`config.mk`:
```
export PLATFORM = sky130hd
export DESIGN_NAME = evt_time_sequencer_flat
export DESIGN_NICKNAME = d
export VERILOG_FILES = /design/src/rtl/sne_evt_stream_pkg.sv /design/src/rtl/sne_event_stream.sv /design/src/rtl/evt_time_sequencer.sv /design/src/flat_wrapper.sv
export SDC_FILE = /design/constraint.sdc
export NUM_CORES = 1
export LEC_CHECK = 0
export ABC_AREA = 1
export CORE_AREA = 2 2 115 72
export CTS_CLUSTER_SIZE = 28
export DETAILED_ROUTE_END_ITERATION = 12
export DIE_AREA = 0 0 117 74
export PLACE_DENSITY = 0.55
export SETUP_SLACK_MARGIN = 0.2
export SLEW_MARGIN = 20
export SYNTH_ARGS = -nofsm -noshare
export SYNTH_HDL_FRONTEND = slang
export SYNTH_SLANG_ARGS = --single-unit
```
`constraint.sdc`:
```
create_clock -name clk_i -period 2.6 [get_ports clk_i]
set_clock_uncertainty 0.2 [all_clocks]
set_input_delay 0.52 -clock clk_i [delete_from_list [all_inputs] [get_ports clk_i]]
set_output_delay 0.52 -clock clk_i [all_outputs]
set_load 0.01 [all_outputs]
```
`src/rtl/sne_evt_stream_pkg.sv`:
```
// Shared types for the SNE event stream: timestamps, event operations,
// the event record itself, and the state set of the time sequencer.
package sne_evt_stream_pkg;

    localparam int unsigned TS_WIDTH      = 8;
    localparam int unsigned PAYLOAD_WIDTH = 8;

    typedef struct packed {
        logic [TS_WIDTH-1:0] value;
    } timestamp_t;

    typedef enum logic [1:0] {
        EVT_SPIKE = 2'd0,
        EVT_TIME  = 2'd1,
        EVT_SYNCH = 2'd2
    } sne_op_e;

    typedef struct packed {
        sne_op_e                  operation;
        timestamp_t               timestamp;
        logic [PAYLOAD_WIDTH-1:0] payload;
    } sne_evt_t;

    typedef enum logic [2:0] {
        IDLE,
        TIME,
        SYNCH,
        FWD,
        FLUSH
    } evt_seq_state_e;

    // Next timestamp of the step counter; all-ones wraps back to zero.
    function automatic timestamp_t tsIncrement(input timestamp_t ts);
        timestamp_t result;
        result.value = ts.value + 1'b1;
        return result;
    endfunction

endpackage

```
`src/rtl/sne_event_stream.sv`:
```
// Valid/ready event stream carrying one sne_evt_t per handshake.
interface SNE_EVENT_STREAM;
    import sne_evt_stream_pkg::*;

    logic     valid;
    logic     ready;
    sne_evt_t evt;

    modport src (output valid, output evt, input ready);
    modport dst (input valid, input evt, output ready);

endinterface

```
`src/rtl/evt_time_sequencer.sv`:
```
// Splits the incoming spike stream into a time/synch stream and a spike
// stream. A spike from a new time step is held back until EVT_TIME (and
// optionally EVT_SYNCH) has been delivered, so global time settles first.
module evt_time_sequencer
    import sne_evt_stream_pkg::*;
#(
    parameter bit EMIT_INITIAL = 1'b1
) (
    input  logic         clk_i,
    input  logic         rst_ni,
    input  logic         enable_i,
    input  logic         synch_en_i,
    input  logic         flush_i,
    output logic         flush_done_o,
    output timestamp_t   last_time_o,
    SNE_EVENT_STREAM.dst evt_stream_dst,
    SNE_EVENT_STREAM.src evt_stream_spike_src,
    SNE_EVENT_STREAM.src evt_stream_time_src
);

    evt_seq_state_e r_state;
    evt_seq_state_e w_next;
    sne_evt_t       r_hold;
    logic           r_synch;
    timestamp_t     r_last;
    logic           r_init;

    logic           w_isNew;
    logic           w_capture;
    logic           w_lastLoad;
    timestamp_t     w_lastNext;

    // A spike opens a new step on any timestamp change (wraps included),
    // and the very first spike after reset may be forced to open one.
    assign w_isNew = (evt_stream_dst.evt.timestamp.value != r_last.value)
                   || (!r_init && EMIT_INITIAL);

    assign last_time_o = r_last;

    // Next-state decode and all stream outputs; defaults keep every src quiet.
    always_comb begin
        w_next                     = r_state;
        w_capture                  = 1'b0;
        w_lastLoad                 = 1'b0;
        w_lastNext                 = r_last;
        flush_done_o               = 1'b0;
        evt_stream_dst.ready       = 1'b0;
        evt_stream_spike_src.valid = 1'b0;
        evt_stream_spike_src.evt   = r_hold;
        evt_stream_time_src.valid  = 1'b0;
        evt_stream_time_src.evt    = '0;

        case (r_state)
            IDLE: begin
                if (evt_stream_dst.valid && enable_i) begin
                    if (w_isNew) begin
                        evt_stream_dst.ready = 1'b1;
                        w_capture            = 1'b1;
                        w_next               = TIME;
                    end else begin
                        evt_stream_spike_src.valid = 1'b1;
                        evt_stream_spike_src.evt   = evt_stream_dst.evt;
                        evt_stream_dst.ready       = evt_stream_spike_src.ready;
                    end
                end else if (!evt_stream_dst.valid && flush_i) begin
                    w_next = FLUSH;
                end
            end
            TIME: begin
                evt_stream_time_src.valid             = 1'b1;
                evt_stream_time_src.evt.operation     = EVT_TIME;
                evt_stream_time_src.evt.timestamp     = r_hold.timestamp;
                if (evt_stream_time_src.ready) begin
                    w_lastLoad = 1'b1;
                    w_lastNext = r_hold.timestamp;
                    w_next     = r_synch ? SYNCH : FWD;
                end
            end
            SYNCH: begin
                evt_stream_time_src.valid             = 1'b1;
                evt_stream_time_src.evt.operation     = EVT_SYNCH;
                evt_stream_time_src.evt.timestamp     = r_last;
                if (evt_stream_time_src.ready) begin
                    w_next = FWD;
                end
            end
            FWD: begin
                evt_stream_spike_src.valid = 1'b1;
                if (evt_stream_spike_src.ready) begin
                    w_next = IDLE;
                end
            end
            FLUSH: begin
                evt_stream_time_src.valid             = 1'b1;
                evt_stream_time_src.evt.operation     = EVT_TIME;
                evt_stream_time_src.evt.timestamp     = tsIncrement(r_last);
                if (evt_stream_time_src.ready) begin
                    w_lastLoad   = 1'b1;
                    w_lastNext   = tsIncrement(r_last);
                    flush_done_o = 1'b1;
                    w_next       = IDLE;
                end
            end
            default: begin
                w_next = IDLE;
            end
        endcase
    end

    // Sequencer state register.
    always_ff @(posedge clk_i or negedge rst_ni) begin
        if (!rst_ni) begin
            r_state <= IDLE;
        end else begin
            r_state <= w_next;
        end
    end

    // Hold the triggering spike and the synch choice for the whole sequence.
    always_ff @(posedge clk_i or negedge rst_ni) begin
        if (!rst_ni) begin
            r_hold  <= '0;
            r_synch <= 1'b0;
        end else if (w_capture) begin
            r_hold  <= evt_stream_dst.evt;
            r_synch <= synch_en_i;
        end
    end

    // Track the last timestamp delivered on the time stream.
    always_ff @(posedge clk_i or negedge rst_ni) begin
        if (!rst_ni) begin
            r_last <= '0;
            r_init <= 1'b0;
        end else if (w_lastLoad) begin
            r_last <= w_lastNext;
            r_init <= 1'b1;
        end
    end

endmodule

```
`src/flat_wrapper.sv`:
```
// flat-port wrapper written by rule: the top's interface ports become plain ports
module evt_time_sequencer_flat import sne_evt_stream_pkg::*;
#(
    parameter bit EMIT_INITIAL = 1'b1
)
  (clk_i, rst_ni, enable_i, synch_en_i, flush_i, flush_done_o, last_time_o, evt_stream_dst_valid, evt_stream_dst_evt, evt_stream_dst_ready, evt_stream_spike_src_valid, evt_stream_spike_src_evt, evt_stream_spike_src_ready, evt_stream_time_src_valid, evt_stream_time_src_evt, evt_stream_time_src_ready);
  SNE_EVENT_STREAM evt_stream_dst_i ();
  SNE_EVENT_STREAM evt_stream_spike_src_i ();
  SNE_EVENT_STREAM evt_stream_time_src_i ();
  input  logic clk_i;
  input  logic rst_ni;
  input  logic enable_i;
  input  logic synch_en_i;
  input  logic flush_i;
  output logic flush_done_o;
  output timestamp_t last_time_o;
  input wire logic [$bits(evt_stream_dst_i.valid)-1:0] evt_stream_dst_valid;
  input wire logic [$bits(evt_stream_dst_i.evt)-1:0] evt_stream_dst_evt;
  output wire logic [$bits(evt_stream_dst_i.ready)-1:0] evt_stream_dst_ready;
  output wire logic [$bits(evt_stream_spike_src_i.valid)-1:0] evt_stream_spike_src_valid;
  output wire logic [$bits(evt_stream_spike_src_i.evt)-1:0] evt_stream_spike_src_evt;
  input wire logic [$bits(evt_stream_spike_src_i.ready)-1:0] evt_stream_spike_src_ready;
  output wire logic [$bits(evt_stream_time_src_i.valid)-1:0] evt_stream_time_src_valid;
  output wire logic [$bits(evt_stream_time_src_i.evt)-1:0] evt_stream_time_src_evt;
  input wire logic [$bits(evt_stream_time_src_i.ready)-1:0] evt_stream_time_src_ready;
  assign evt_stream_dst_i.valid = evt_stream_dst_valid;
  assign evt_stream_dst_i.evt = evt_stream_dst_evt;
  assign evt_stream_dst_ready = evt_stream_dst_i.ready;
  assign evt_stream_spike_src_valid = evt_stream_spike_src_i.valid;
  assign evt_stream_spike_src_evt = evt_stream_spike_src_i.evt;
  assign evt_stream_spike_src_i.ready = evt_stream_spike_src_ready;
  assign evt_stream_time_src_valid = evt_stream_time_src_i.valid;
  assign evt_stream_time_src_evt = evt_stream_time_src_i.evt;
  assign evt_stream_time_src_i.ready = evt_stream_time_src_ready;
  evt_time_sequencer #(.EMIT_INITIAL(EMIT_INITIAL)) u_core (.clk_i(clk_i), .rst_ni(rst_ni), .enable_i(enable_i), .synch_en_i(synch_en_i), .flush_i(flush_i), .flush_done_o(flush_done_o), .last_time_o(last_time_o), .evt_stream_dst(evt_stream_dst_i), .evt_stream_spike_src(evt_stream_spike_src_i), .evt_stream_time_src(evt_stream_time_src_i));
endmodule
```
==> results of run 1 <==
## placed cells by master (no fill, tap or decap), drive strengths merged, types with 6 or more instances in the layout
cell type / count
nand3: 31
a21oi: 7
nand2: 130
o21ai: 15
inv: 35
dfrtp: 31
o221ai: 7
nor2: 17
buf: 110
nand4: 21
conb: 8
clkdlybuf4s50: 23
dlygate4sd2: 6
clkbuf: 9
## cell type report
class | count | area (um2)
Fill cell | 764 | 3730
Tap cell | 108 | 135.1
Inverter | 35 | 136.4
Multi-Input combinational cell | 249 | 1454
Timing Repair Buffer | 146 | 1284
Clock buffer | 6 | 138.9
Sequential cell | 31 | 778.2
Antenna cell | 1 | 2.502
Clock inverter | 1 | 5.005
## worst max-delay path: stages, from the launching register on
cell and delay, ns:
sky130_fd_sc_hd__dfrtp_2 0.45, sky130_fd_sc_hd__xor2_2 0.17, sky130_fd_sc_hd__nand3b_4 0.19, sky130_fd_sc_hd__nor2_8 0.14, sky130_fd_sc_hd__buf_12 0.12, sky130_fd_sc_hd__nand3_4 0.07, sky130_fd_sc_hd__buf_6 0.16, sky130_fd_sc_hd__nand2_1 0.06
sky130_fd_sc_hd__nand2_1 0.05, sky130_fd_sc_hd__buf_2 0.13
## flip-flops by register name, indices dropped and copies added (netlist names)
register / count
u_core.r_synch: 1
u_core.r_state: 3
u_core.last_time_o: 8
u_core.r_init: 1
u_core.r_hold: 18
## cell families (layout without fill, tap and decap cells)
group / after synthesis / in the layout / share of synthesized area [%]
adders and majority gates: 1 / 1 / 0.5608
and+or+nand+nor: 201 / 203 / 42.40
other: 1 / 9 / 0.1681
AOI/OAI and AO/OA: 36 / 36 / 9.927
DFF: 31 / 31 / 34.77
buffers and inverters: 55 / 188 / 11.78
xor gates and xnor gates: 1 / 1 / 0.3927
## through the flow
step | util, % | TNS (ns) | power [mW]
after floorplan | - | 0 | 1.967
after global placement | 42.79 | -12.21 | 3.054
after detailed placement | 42.79 | -12.93 | 3.076
after CTS | 48.20 | 0 | 3.732
after global routing | 51.33 | -0.08904 | 4.303
final | 51.33 | 0 | 3.994
## how the worst max path moves through the flow
| stage | start | to | slack (ns) | cells after the start |
|---|---|---|---|---|
| after floorplan | evt_stream_dst_evt[11] | evt_stream_spike_src_evt[15] | 0.44 | 10 |
| after global placement | evt_stream_dst_evt[11] | evt_stream_spike_src_evt[15] | -0.65 | 11 |
| after detailed placement | evt_stream_dst_evt[11] | evt_stream_spike_src_evt[15] | -0.68 | 11 |
| after CTS | u_core.last_time_o[3]$_DFFE_PN0P_ | evt_stream_spike_src_evt[9] | 0.01 | 12 |
| after global routing | u_core.last_time_o[0]$_DFFE_PN0P_ | evt_stream_spike_src_evt[15] | -0.03 | 10 |
| final | u_core.last_time_o[2]$_DFFE_PN0P_ | evt_stream_spike_src_evt[17] | 0.07 | 9 |
## repair_timing
action / CTS / global route
setup buffers: 24 / 11
setup endpoints to repair: 32 / 29
gates cloned: 4 / 0
pin swaps: 33 / 24
resized for setup: 163 / 55
## routing by layer
layer  part of all wire, %  global-route usage, %  vias up
met5                     0                      0        -
met3                   6.4                  3.667       11
met2                    45                  28.07       84
li1                      -                      -     1356
met1                    48                  28.49     1272
met4                  0.80                  3.268        0
## power groups by stage
stage / Sequential [mW] / Combinational (mW) / Clock, mW
5_1_grt: 0.911 / 2.78 / 0.611
3_5_place_dp: 0.877 / 2.20 / 0
6_report: 0.887 / 2.53 / 0.573
3_3_place_gp: 0.877 / 2.18 / 0
2_1_floorplan: 0.881 / 1.09 / 0
4_1_cts: 0.871 / 2.28 / 0.580
==> results.cfg, run 1 <==
[outcome]
outcome = finished clean

[critical_path]
kind_of_capture_point_of_the_worst_setup_path = primary output
crit_fanout = 6
worst_r2r_startpoint = u_core.last_time_o[1]$_DFFE_PN0P_
worstReg2RegEnd = u_core.r_hold[8]$_DFFE_PN0P_
critical_path_arrival_ns = 1.81
worst-endpoint-required_ns = 1.88
timing.critical_path.from_type = flip-flop
setup.worst_path.class = reg -> out
reg2reg_slack_ns = 0.61
r2r_cells = 14

[power_and_ir_drop]
clock_power_share_pct = 14.4
ir_drop_v = 0.0005520
netSwitchingPower_mw = 1.725
p_per_area_nw_per_um2 = 1015
total_leakage_power_nw = 2.015
comb_power_share_pct = 63.4
sw_frac_of_total_pct = 43.20
power.share.sequential_pct = 22.2
p_int_mw = 2.268

[clock_tree]
clkTransAtPathRegs_ns = 0.05
buffer_depth_of_the_longest_clock_path = 2
root_driver = sky130_fd_sc_hd__clkbuf_16
tritoncts = yes
insertion_delay_ns = 0.27
cts_buffers = 5
cts_num_sinks = 31
cts-hold-fix-buffers = 0
cts.htree.levels = 2

[synthesis]
warnings_synthesis = 0
synthesis.area_um2 = 2231
yosys-top-cells-area = sky130_fd_sc_hd__dfrtp_1 (35%), sky130_fd_sc_hd__nand2_1 (21%), sky130_fd_sc_hd__nand3_1 (6.1%)
ys_ff_latch = 31
yosysSeqAreaShare_pct = 34.77
synth_edf_count = 0
postSynth.asyncResetShare_pct = 100.0
synth_commonest_cells = sky130_fd_sc_hd__nand2_1 (125), sky130_fd_sc_hd__dfrtp_1 (31), sky130_fd_sc_hd__nand3_1 (27)
post-synth-top-count-cell = sky130_fd_sc_hd__nand2_1
yosysTopAreaCellShare_pct = 34.77
ys_types = 32
avgSynthCellArea_um2 = 6.843
netlist_instances = 326
dominantRegCellSynth = sky130_fd_sc_hd__dfrtp_1
yosys.area.top_type = sky130_fd_sc_hd__dfrtp_1

[routing]
aggregate_routed_wire_length_um = 8135
1st_iter_drt_viols = 115
first_pass_iters = 4
detailroute.via_count = 2723
drc_markers = 0
route.antenna.remaining_nets = 0
post_drt_wl_per_cell_um = 14.10
routed_via_density = 4.719

[worst_hold_path]
worstHoldEndpoint = u_core.r_hold[1]$_DFFE_PN0P_
timing.hold.worst.start = u_core.r_hold[1]$_DFFE_PN0P_
holdCritPathClass = reg -> reg
min_path_cells = 2

[sta]
layout_min_cycle_time_ns = 2.535
setup_viol = 0
unrepaired_setup_endpoints_after_global_routing = true
timing.fmax_mhz = 394.5
max_transition_viols_final = 0
setup_ws_ns = 0.06514
final.period_utilization_pct = 97.49
final-hold-violation-count = 0
fin_hold_ws_ns = 0.2686

[finish]
nNetsFinal = 495
fin_area_um2 = 3934
final_layout_size_suffix_gt1_share_pct = 42.31
flow.area_growth_from_synthesis_pct = 76.33
fin_cells = 577

[die]
die_area_um2 = 8658
std_cell_rows = 25
floorplan.core_area_um2 = 7664
initial_core_utilization_pct = 29.11
die_height_um = 74
io_pins = 74
chipWidth_um = 117

[grt]
vias_in_the_first_global_route = 2481
globalRouteOverflowTotal = 0
grt_start_max_net_pins = 32
grt_usage_pct = 18.76
grt_pass1_wl_um = 12430
grt_antenna_before_repair = 1

[placed_design]
finalWeightedCongestion = 0.8726
placed_instances = 530
port_buffers = 65
placed_area_um2 = 3279
hpwl_um = 5460
post-place-ws_ns = -0.6818

[flow_run]
drv_cap = 0
Power figures use the tool's default switching activity.
==> inputs of run 2 (changes only) <==
- RECOVER_POWER: default -> 25
==> results.cfg, run 2 (synthesized netlist as in run 1, its figures left out) <==
[outcome]
outcome = finished clean

[sta]
setup_viol = 0
layout_min_cycle_time_ns = 2.535
timing.fmax_mhz = 394.5
max_slew_margin_pct = 45.15
final-hold-violation-count = 0
worst_pin_slew_ns = 0.8228
max_transition_viols_final = 0
final.period_utilization_pct = 97.49
unrepaired_setup_endpoints_after_global_routing = true

[power_and_ir_drop]
ir_drop_v = 0.0005520
total_leakage_power_nw = 2.015
p_per_area_nw_per_um2 = 1016

[routing]
1st_iter_drt_viols = 115
first_pass_iters = 4
drc_markers = 0
post_drt_wl_per_cell_um = 14.10
route.antenna.remaining_nets = 0
routed_via_density = 4.719
aggregate_routed_wire_length_um = 8135
detailroute.via_count = 2723

[placed_design]
placed_area_um2 = 3279
hpwl_um = 5460
placed_instances = 530
finalWeightedCongestion = 0.8726
port_buffers = 65

[worst_hold_path]
holdCritPathClass = reg -> reg

[critical_path]
worst-endpoint-required_ns = 1.88
timing.critical_path.mode_cell = sky130_fd_sc_hd__nand2_1
kind_of_capture_point_of_the_worst_setup_path = primary output
setup.worst_path.class = reg -> out
worstPathCellList = xor2_2, nand3b_4, nor2_8, buf_12, nand3_4, buf_6, nand2_1, nand2_1, buf_2
timing.critical_path.from_type = flip-flop
crit_fanout = 6
critical-path-max-stage-delay_ns = 0.45
critical_path_arrival_ns = 1.81
critical_path.slowest_cell = sky130_fd_sc_hd__dfrtp_2

[clock_tree]
insertion_delay_ns = 0.27
cts-hold-fix-buffers = 0
cts_buffers = 5
buffer_depth_of_the_longest_clock_path = 2
clkTransAtPathRegs_ns = 0.05
cts.htree.levels = 2
tritoncts = yes
cts_num_sinks = 31
root_driver = sky130_fd_sc_hd__clkbuf_16

[finish]
fin_cells = 577
final_layout_size_suffix_gt1_share_pct = 42.31
layout.cells.most_common = sky130_fd_sc_hd__nand2_1
nNetsFinal = 495
fin_area_um2 = 3931
flow.area_growth_from_synthesis_pct = 76.22
largest_register_ffs = 18
biggest_register = u_core.r_hold
layout_common_cells = sky130_fd_sc_hd__nand2_1 (100), sky130_fd_sc_hd__buf_4 (61), sky130_fd_sc_hd__nand2_2 (29), sky130_fd_sc_hd__dfrtp_1 (29), sky130_fd_sc_hd__buf_2 (25)

[die]
io_pins = 74
die_height_um = 74
initial_core_utilization_pct = 29.11
chipWidth_um = 117
floorplan.core_area_um2 = 7664
die_area_um2 = 8658
std_cell_rows = 25

[grt]
vias_in_the_first_global_route = 2481
grt_usage_pct = 18.76
grt_start_max_net_pins = 32
grt_antenna_before_repair = 1
globalRouteOverflowTotal = 0
grt_pass1_wl_um = 12430

[flow_run]
drv_cap = 0
[run 2: cell type report]
class | count | area, um2
fill | 764 | 3732
multi-input combinational | 249 | 1454
timing repair buffer | 146 | 1281
sequential | 31 | 778.2
clock buffer | 6 | 138.9
inverter | 35 | 136.4
tap | 108 | 135.1
clock inverter | 1 | 5.005
antenna | 1 | 2.502
[run 2: final timing paths]
| kind | start | to | slack [ns] | cells past startpoint |
|---|---|---|---|---|
| max in group asynchronous | rst_ni | u_core.last_time_o[1]$_DFFE_PN0P_ | 0.96 | 2 |
| setup / recovery | u_core.last_time_o[2]$_DFFE_PN0P_ | evt_stream_spike_src_evt[17] | 0.07 | 9 |
| setup reg to reg | u_core.last_time_o[1]$_DFFE_PN0P_ | u_core.r_hold[8]$_DFFE_PN0P_ | 0.61 | 14 |
| min in group asynchronous | rst_ni | u_core.r_hold[16]$_DFFE_PN0P_ | 0.67 | 2 |
| hold / removal | u_core.r_hold[1]$_DFFE_PN0P_ | u_core.r_hold[1]$_DFFE_PN0P_ | 0.27 | 2 |
| hold reg to reg | u_core.r_hold[1]$_DFFE_PN0P_ | u_core.r_hold[1]$_DFFE_PN0P_ | 0.27 | 2 |
[run 2: what timing repair did]
action | CTS | global route
pin swaps | 33 | 24
endpoints found under the hold margin | 0 | 0
setup endpoints to repair | 32 | 29
buffers inserted | 24 | 11
resized for setup | 163 | 55
cloned | 4 | 0
[run 2: critical path: cells and delay by family (launching register included)]
family	cells	cell delay [ns]
AND/OR/NAND/NOR	5	0.51
flip-flops	1	0.45
buffers and inverters	3	0.41
XOR/XNOR	1	0.17
[run 2: per-layer routing]
layer	vias up	GRT usage, %	part of all wire (%)
met5	-	0	0
met4	0	3.268	0.80
met3	11	3.667	6.4
met2	84	28.07	45
met1	1272	28.49	48
li1	1356	-	-
[run 2: power by group]
part | switching (mW) | internal (mW)
combinational | 1.34 | 1.20
clock | 0.200 | 0.373
sequential | 0.188 | 0.699
[run 2: metrics by stage]
step | setup slack (ns) | utilization, % | hold slack [ns] | setup TNS (ns) | power [mW]
global route | -0.03070 | 51.30 | 0.3009 | -0.08904 | 4.302
global placement | -0.6529 | 42.79 | 0.2548 | -12.21 | 3.054
floorplan | 0.4350 | - | 0.02441 | 0 | 1.967
CTS | 0.01318 | 48.20 | 0.2739 | 0 | 3.732
detailed placement | -0.6818 | 42.79 | 0.2608 | -12.93 | 3.076
finish | 0.06514 | 51.30 | 0.2686 | 0 | 3.993
